--- src/rtl/pipe_pal_arb_pkg.sv ---
// Shared definitions for the pipe_pal arbiter: FSM encoding, width helper,
// and the round-robin selection used at every grant.
package pipe_pal_arb_pkg;

  localparam logic [0:0] ST_IDLE  = 1'b0;
  localparam logic [0:0] ST_BURST = 1'b1;

  // Minimum of 1 so single-entry structures still get a real register.
  function automatic int clog2(input int v);
    clog2 = 1;
    for (int i = 1; i < 31; i++) begin
      if ((longint'(1) << i) < longint'(v)) clog2 = i + 1;
    end
  endfunction

  // First set bit of req[n-1:0] after position last, wrapping; returns last when req is empty.
  function automatic int rr_pick(input logic [31:0] req, input int last, input int n);
    int idx;
    rr_pick = last;
    for (int i = 32; i >= 1; i--) begin
      if (i <= n) begin
        idx = last + i;
        if (idx >= n) idx = idx - n;
        if (req[idx[4:0]]) rr_pick = idx;
      end
    end
  endfunction

endpackage

--- src/rtl/pipe_pal_id_fifo.sv ---
// Source-ID FIFO: records which requester issued each beat, read in issue order.
// Registered head, combinational flags; push while full is accepted only with a same-cycle pop.
module pipe_pal_id_fifo
  import pipe_pal_arb_pkg::*;
#(
  parameter int W     = 2,
  parameter int DEPTH = 4
) (
  input  logic         i_clk,
  input  logic         resetn,
  input  logic         push_i,
  input  logic [W-1:0] din_i,
  input  logic         pop_i,
  output logic [W-1:0] dout_o,
  output logic         full_o,
  output logic         empty_o
);
  localparam int PW = clog2(DEPTH);
  localparam int CW = clog2(DEPTH + 1);

  logic [W-1:0]  mem_q [DEPTH];
  logic [PW-1:0] wr_q, wr_d, rd_q, rd_d;
  logic [CW-1:0] cnt_q, cnt_d;
  logic          do_push, do_pop;

  assign full_o  = (cnt_q == CW'(DEPTH));
  assign empty_o = (cnt_q == '0);
  assign dout_o  = mem_q[rd_q];
  assign do_pop  = pop_i && !empty_o;
  assign do_push = push_i && (!full_o || do_pop);

  always_comb begin
    wr_d  = wr_q;
    rd_d  = rd_q;
    cnt_d = cnt_q;
    if (do_push) wr_d = (wr_q == PW'(DEPTH - 1)) ? '0 : wr_q + 1'b1;
    if (do_pop)  rd_d = (rd_q == PW'(DEPTH - 1)) ? '0 : rd_q + 1'b1;
    case ({do_push, do_pop})
      2'b10:   cnt_d = cnt_q + 1'b1;
      2'b01:   cnt_d = cnt_q - 1'b1;
      default: cnt_d = cnt_q;
    endcase
  end

  always_ff @(posedge i_clk or negedge resetn) begin
    if (!resetn) begin
      wr_q  <= '0;
      rd_q  <= '0;
      cnt_q <= '0;
    end else begin
      wr_q  <= wr_d;
      rd_q  <= rd_d;
      cnt_q <= cnt_d;
    end
  end

  always_ff @(posedge i_clk) begin
    if (do_push) mem_q[wr_q] <= din_i;
  end

endmodule

--- src/rtl/pipe_pal_arbiter.sv ---
// Round-robin, burst-locked arbiter in front of one pipe_pal datapath, credit-capped at MAX_OUT.
// One bubble per grant, then combinational pass-through; stalls on pipe backpressure or zero credit.
module pipe_pal_arbiter
  import pipe_pal_arb_pkg::*;
#(
  parameter  int N_REQ     = 4,
  parameter  int W_DATA    = 32,
  parameter  int BURST_MAX = 8,
  parameter  int MAX_OUT   = 4,
  localparam int W_ID      = clog2(N_REQ),
  localparam int W_OUT     = clog2(MAX_OUT + 1)
) (
  input  logic                      i_clk,
  input  logic                      resetn,
  input  logic [N_REQ-1:0]          i_req_valid,
  input  logic [N_REQ*W_DATA-1:0]   i_req_data,
  input  logic [N_REQ-1:0]          i_req_last,
  output logic [N_REQ-1:0]          o_req_ready,
  output logic                      o_pipe_valid,
  output logic [W_DATA-1:0]         o_pipe_data,
  output logic [W_ID-1:0]           o_pipe_src,
  input  logic                      i_pipe_ready,
  input  logic                      i_rsp_valid,
  input  logic [W_DATA-1:0]         i_rsp_data,
  output logic [N_REQ-1:0]          o_rsp_valid,
  output logic [W_DATA-1:0]         o_rsp_data,
  output logic [W_OUT-1:0]          o_outstanding,
  output logic                      o_err
);
  localparam int W_BEAT = clog2(BURST_MAX + 1);

  logic [0:0]        state_q, state_d;
  logic [W_ID-1:0]   grant_q, grant_d, last_q, last_d;
  logic [W_BEAT-1:0] beat_q, beat_d;
  logic [W_OUT-1:0]  out_q, out_d;
  logic              err_q, err_d;
  logic              in_burst, credit_ok, accept, burst_end, rsp_pop;
  logic              fifo_full, fifo_empty;
  logic [W_ID-1:0]   fifo_head;

  assign in_burst  = (state_q == ST_BURST);
  // Credit test uses the registered count, so a response frees a slot only next cycle.
  assign credit_ok = (out_q < W_OUT'(MAX_OUT));
  assign accept    = o_pipe_valid && i_pipe_ready;
  assign burst_end = accept && (i_req_last[grant_q] || (beat_q == W_BEAT'(BURST_MAX - 1)));
  assign rsp_pop   = i_rsp_valid && !fifo_empty;

  assign o_pipe_valid  = in_burst && i_req_valid[grant_q] && credit_ok;
  assign o_pipe_data   = in_burst ? i_req_data[int'(grant_q)*W_DATA +: W_DATA] : '0;
  assign o_pipe_src    = grant_q;
  assign o_rsp_valid   = rsp_pop ? (N_REQ'(1) << fifo_head) : '0;
  assign o_rsp_data    = i_rsp_valid ? i_rsp_data : '0;
  assign o_outstanding = out_q;
  assign o_err         = err_q;

  always_comb begin
    o_req_ready = '0;
    if (in_burst && i_pipe_ready && credit_ok) o_req_ready[grant_q] = 1'b1;
  end

  always_comb begin
    state_d = state_q;
    grant_d = grant_q;
    last_d  = last_q;
    beat_d  = beat_q;
    case (state_q)
      ST_IDLE: begin
        if (|i_req_valid) begin
          grant_d = W_ID'(rr_pick(32'(i_req_valid), int'(last_q), N_REQ));
          beat_d  = '0;
          state_d = ST_BURST;
        end
      end
      default: begin
        // A requester that drops valid mid-burst keeps the lock indefinitely.
        if (accept) begin
          beat_d = beat_q + 1'b1;
          if (burst_end) begin
            state_d = ST_IDLE;
            last_d  = grant_q;
          end
        end
      end
    endcase
  end

  always_comb begin
    case ({accept, rsp_pop})
      2'b10:   out_d = out_q + 1'b1;
      2'b01:   out_d = out_q - 1'b1;
      default: out_d = out_q;
    endcase
    err_d = err_q || (i_rsp_valid && fifo_empty);
  end

  always_ff @(posedge i_clk or negedge resetn) begin
    if (!resetn) begin
      state_q <= ST_IDLE;
      grant_q <= '0;
      last_q  <= W_ID'(N_REQ - 1);
      beat_q  <= '0;
      out_q   <= '0;
      err_q   <= 1'b0;
    end else begin
      state_q <= state_d;
      grant_q <= grant_d;
      last_q  <= last_d;
      beat_q  <= beat_d;
      out_q   <= out_d;
      err_q   <= err_d;
    end
  end

  pipe_pal_id_fifo #(
    .W     (W_ID),
    .DEPTH (MAX_OUT)
  ) u_id_fifo (
    .i_clk   (i_clk),
    .resetn  (resetn),
    .push_i  (accept && (!fifo_full || rsp_pop)),
    .din_i   (grant_q),
    .pop_i   (rsp_pop),
    .dout_o  (fifo_head),
    .full_o  (fifo_full),
    .empty_o (fifo_empty)
  );

endmodule

--- config.mk ---
export PLATFORM = sky130hd
export DESIGN_NAME = pipe_pal_arbiter
export DESIGN_NICKNAME = d
export VERILOG_FILES = /design/src/rtl/pipe_pal_arb_pkg.sv /design/src/rtl/pipe_pal_id_fifo.sv /design/src/rtl/pipe_pal_arbiter.sv
export SDC_FILE = /design/constraint.sdc
export NUM_CORES = 1
export LEC_CHECK = 0
export ABC_AREA = 0
export CAP_MARGIN = 25
export CELL_PAD_IN_SITES_DETAIL_PLACEMENT = 1
export CELL_PAD_IN_SITES_GLOBAL_PLACEMENT = 2
export CORE_ASPECT_RATIO = 1.5
export CORE_MARGIN = 2
export CORE_UTILIZATION = 19
export DETAILED_ROUTE_END_ITERATION = 12
export GPL_TIMING_DRIVEN = 1
export PLACE_DENSITY = 0.88
export SETUP_SLACK_MARGIN = 0.4
export SLEW_MARGIN = 20
export SYNTH_ARGS = -nofsm -noshare
export SYNTH_HDL_FRONTEND = slang
export SYNTH_HIERARCHICAL = 1
export SYNTH_SLANG_ARGS = --single-unit
--- constraint.sdc ---
create_clock -name i_clk -period 7.6 [get_ports i_clk]
set_clock_uncertainty 0.05 [all_clocks]
set_input_delay 1.52 -clock i_clk [delete_from_list [all_inputs] [get_ports i_clk]]
set_output_delay 1.52 -clock i_clk [all_outputs]
set_load 0.05 [all_outputs]
### Yosys cells after proc, flatten, opt, wreduce, memory -nomap -nowiden

Memory sizes are Yosys's and may differ from the RTL's.
Index checks and enable logic that the tools add are counted.

| word-level totals | value |
|---|---|
| register bits | 20 |
| bits in writable memories | 8 |
| input bits | 172 |
| output and inout bits | 79 |
| word-level logic and storage cells | 121 |
| memories | 1 |

Memory list:

| name | words | width | read ports | clocked after Yosys merged registers in | wr ports | RTL line | source |
|---|---|---|---|---|---|---|---|
| u_id_fifo.mem_q | 4 | 2 | 1 | 0 | 1 | pipe_pal_id_fifo.sv:21 | `logic [W-1:0] mem_q [DEPTH];` |

| operators by class | value |
|---|---|
| add/sub/neg operators | 15 |
| $lt $le $gt $ge | 11 |
| equality and inequality tests | 9 |
| shifts and indexed selects | 2 |
| muxes and demuxes | 47 |
| bitwise logic cells | 1 |
| reductions and logical operators | 26 |

Operators by type and width:

| cell | number |
|---|---|
| $shiftx 128x8->32 | 1 |
| $mux 32 | 2 |
| $mux 5 | 12 |
| $lt 5x6->1 const B | 4 |
| $bmux 1 s5 | 4 |
| $mux 4 | 5 |
| $mux 1 | 13 |
| $logic_and 1x1->1 | 12 |
| $mux 2 | 6 |
| $pmux 3 s2 | 2 |
| $sub 3x3->4 const B | 3 |
| $ge 3x3->1 const B | 3 |
| $eq 2x2->1 const B | 4 |
| $add 2x2->3 const B | 2 |
| $add 3x1->3 const B | 2 |
| $reduce_bool 2->1 | 3 |
| $sub 3x1->3 const B | 2 |
| $sub 4x3->5 const B | 1 |
| $add 2x1->2 const B | 2 |
| $add 2x3->4 const B | 1 |
| $add 4x1->4 const B | 1 |
| $bmux 1 s2 | 2 |
| $eq 2x1->1 const B | 2 |
| $eq 4x3->1 const B | 1 |
| 16 further kinds | 21 |

### Longest topological paths before layout

| depth | value |
|---|---|
| depth in word-level cells | 11 |
| depth in mapped cells | 12 |
| mapped depth without buffers | 11 |

### Modules after synthesis

Netlist, hierarchy kept.

By module, submodules not included:

| module | instances | cells each | area each (µm²) | sequential area each (µm²) |
|---|---|---|---|---|
| pipe_pal_arbiter | 1 | 213 | 2267.2 | 327.8 |
| pipe_pal_id_fifo | 1 | 51 | 750.7 | 415.4 |

### Worst setup path after synthesis

Ideal clock, no wire load.

| timing | value |
|---|---|
| kind | input -> output |
| start | input i_pipe_ready |
| end | output o_req_ready[0] |
| arrival time | 3.075 ns |
| data required time | 6.030 ns |
| setup slack | 2.955 ns |
| cell stages on the path | 3 |
| buffers on the path | 1 |
| cells stage by stage | and3b_1 -> clkbuf_1 -> nor3b_1 |

| on the way | value |
|---|---|
| longest elaborated chain between the ends | 3 |

RTL lines:

| element | RTL line | source |
|---|---|---|
| start, declared | pipe_pal_arbiter.sv:22 | `input logic i_pipe_ready,` |
| $logic_and 1x1->1 (2 in series) | pipe_pal_arbiter.sv:58 | `if (in_burst && i_pipe_ready && credit_ok) o_req_ready[grant_q] = 1'b1;` |
| $mux 4 | pipe_pal_arbiter.sv:58 |  |
| end, declared | pipe_pal_arbiter.sv:18 | `output logic [N_REQ-1:0] o_req_ready,` |

No other way between the ends.

### Worst setup path in the final report

| timing | value |
|---|---|
| start | input i_rsp_valid |
| end | output o_rsp_valid[1] |

| on the way | value |
|---|---|
| longest elaborated chain between the ends | 2 |

RTL lines:

| element | RTL line | source |
|---|---|---|
| start, declared | pipe_pal_arbiter.sv:23 | `input logic i_rsp_valid,` |
| $logic_and 1x1->1 | pipe_pal_arbiter.sv:46 | `assign rsp_pop = i_rsp_valid && !fifo_empty;` |
| named net rsp_pop | pipe_pal_arbiter.sv:37 | `logic in_burst, credit_ok, accept, burst_end, rsp_pop;` |
| $mux 4 | pipe_pal_arbiter.sv:51 | `assign o_rsp_valid = rsp_pop ? (N_REQ'(1) << fifo_head) : '0;` |
| end, declared | pipe_pal_arbiter.sv:25 | `output logic [N_REQ-1:0] o_rsp_valid,` |

The timed path passes the listed nets, and every way through them passes these cells.

==> flow_metrics.env <==
export IMPL_cts_resized_gates=0
export IMPL_status="completed"
export IMPL_grt_pass1_vias=3558
export IMPL_grt_max_degree=38
export IMPL_place_area_um2=5670
export IMPL_critPathMaxFanout=34
export IMPL_synth_net_count=451
export IMPL_synth_top_cells_by_area="mux4_2 (27%), dfrtp_1 (15%), and2_1 (13%), edfxtp_1 (8.0%), ha_1 (5.4%)"
export IMPL_cap_violations=0
export IMPL_antenna_found_initial=0
export IMPL_cts_setup_buffers=0
export IMPL_pin_count=251
export IMPL_clk_latency_ps=260
export IMPL_r2r_setup_slack_ps=4080
export IMPL_cts_hold_buf=0
export IMPL_cp_required_ps=6030
export IMPL_tritoncts_num_buffers=3
export IMPL_synth_top_area_share_pct=26.9
export IMPL_drc_errors=0
export IMPL_ys_flop_type="dfrtp_1"
export IMPL_critPathCapture="o_rsp_valid[1]"
export IMPL_r2r_start="o_pipe_src[0]"
export IMPL_fin_util_pct=36.9
export IMPL_synth_largest_area_cell="mux4_2"
export IMPL_fin_area_um2=5770
export IMPL_first_pass_iters=4
export IMPL_vias_per_cell=4.47
export IMPL_slew_headroom_pct=48.4
export IMPL_syn_area_um2=3020
export IMPL_clk_pin_slew_worst_paths_ps=60
export IMPL_synth_cells=264
export IMPL_min_path_type="reg2reg"
export IMPL_numPlacedInstances=701
export IMPL_dieArea_um2=16900
export IMPL_die_y_um=158
export IMPL_cts_buffer_depth=2
export IMPL_root_buffer="clkbuf_16"
export IMPL_grt_pass1_wl_um=18500
export IMPL_synth_warnings=6
export IMPL_grt_ovfl_total=0
export IMPL_holdWs_ps=419
export IMPL_dpl_hpwl_um=11300
export IMPL_coreArea_um2=15600
export IMPL_drive_gt1_share_pct=12.9
export IMPL_synth_most_common_cell="and2_1"
export IMPL_maxSlewViolCount=0
export IMPL_worstSetupPathType="in2out"
export IMPL_routabilityCongestion=0.784
export IMPL_port_buffers=250
export IMPL_die_w_um=107
export IMPL_final_setup_worst_slack_ps=2080
export IMPL_end_kind="output pin"
export IMPL_async_flop_share_pct=71.4
export IMPL_cts_tree="built"
export IMPL_grtUsageTotal_pct=14.3
export IMPL_yosysUniqueCellTypes=51
export IMPL_synth_seq_cells=28
export IMPL_tightest_slew_ps=771
export IMPL_antenna_cells=0
export IMPL_power_density_nw_per_um2=380
export IMPL_synth_edf_count=8
export IMPL_period_share_pct=72.6
export IMPL_vias=3156
export IMPL_startpoint="i_rsp_valid"
export IMPL_power_mw=2.19
export IMPL_ys_seq_area_share_pct=24.6
export IMPL_worstRegToRegCells=12
export IMPL_synth_common_cells="and2_1 (64), mux4_2 (36), dfrtp_1 (18), inv_1 (14), ha_1 (13)"
export IMPL_p_leak_nw=2.22
export IMPL_fin_tns_setup_ps=0
export IMPL_hold_viol_final=0
export IMPL_grt_setup_unrepaired="false"
export IMPL_worstSetupStartpointType="primary input"
export IMPL_htree_levels=1
export IMPL_syn_area_per_cell_um2=11.4
export IMPL_setup_viol_count_final=0
export IMPL_wl_per_cell_um=17.7
export IMPL_cts_sinks=28
export IMPL_syn_to_final_growth_pct=91.1
export IMPL_ir_drop_uv=199
export IMPL_ant_nets=0
export IMPL_fin_crit_ps=5520
export IMPL_drtIter0Drc=68
export IMPL_initial_core_util_pct=19.3
export IMPL_fmax_mhz=181
export IMPL_drt_wl_total_um=12500
export IMPL_worstPathArrival_ps=3950
export IMPL_rr_endpoint="u_id_fifo/cnt_q[2]"
export IMPL_finalNetCount=691
export IMPL_post_place_ws_ps=2020
export IMPL_fin_cells=706
export IMPL_rows=56
==> area by class of cell <==
cell class	count	area [µm²]
tap	203	254
clock buffer	3	75.1
fill	1738	9860
sequential	28	746
multi-input combinational	203	2100
inverter	14	52.6
timing repair buffer	254	2540
clock inverter	1	3.75
==> state kept, by name, summed over array words and instances, names as in the netlist <==
name and cells:
last_q 2, u_id_fifo/rd_q 2, u_id_fifo/mem_q 8, o_outstanding 3, u_id_fifo/cnt_q 3, o_err 1
u_id_fifo/wr_q 2, in_burst 1, beat_q 4, o_pipe_src 2
==> how the worst min path moves through the flow <==
stage / from / to / depth (start not counted)
after floorplan: beat_q[3] / beat_q[3] / 1
after global placement: o_err / o_err / 1
after detailed placement: o_err / o_err / 1
after CTS: o_err / o_err / 1
after global routing: o_err / o_err / 1
final: o_err / o_err / 1
==> metal layers <==
layer  share of wire, %  track usage, %  wire [µm]
met1                 32            13.4       4010
met3                 13            5.57       1570
met2                 53            28.5       6690
met5                  0               0          0
met4                1.9            3.59        240
==> power by group <==
group	total, mW	internal [mW]	switching (mW)
clock	0.119	0.0705	0.0483
sequential	0.317	0.223	0.0934
combinational	1.76	0.732	1.02
total	2.19	1.03	1.17
==> layout by cell type (no fill, tap or decap), types with 4 or more instances in the layout <==
cell and count:
nor2_1 9, clkdlybuf4s50_1 250, dfrtp_1 16, edfxtp_1 8, and2_2 4, and3_1 4, and2_1 64, ha_1 13
xor2_1 4, mux2_4 4, nand2_1 6, mux4_2 36, mux2i_1 7, inv_1 14
==> worst max-delay path: stages <==
cell	delay, ps
clkdlybuf4s50_1	970
nand2b_1	230
inv_1	230
nand2_1	90
nor2_1	100
clkdlybuf4s50_1	810
==> kinds of logic (layout without fill, tap and decap cells) <==
family	count (synthesis)	after routing	synth area share, %
buffers and inverters	33	272	5.93
flip-flops	28	28	24.6
XOR/XNOR	6	6	1.74
AND/OR/NAND/NOR	112	112	22.7
adder cells (fa/ha/maj)	15	15	6.72
multiplexers	51	51	33.2
AO/OA/AOI/OAI	19	19	5.10
Note: power is estimated with default switching activity, not from simulation.
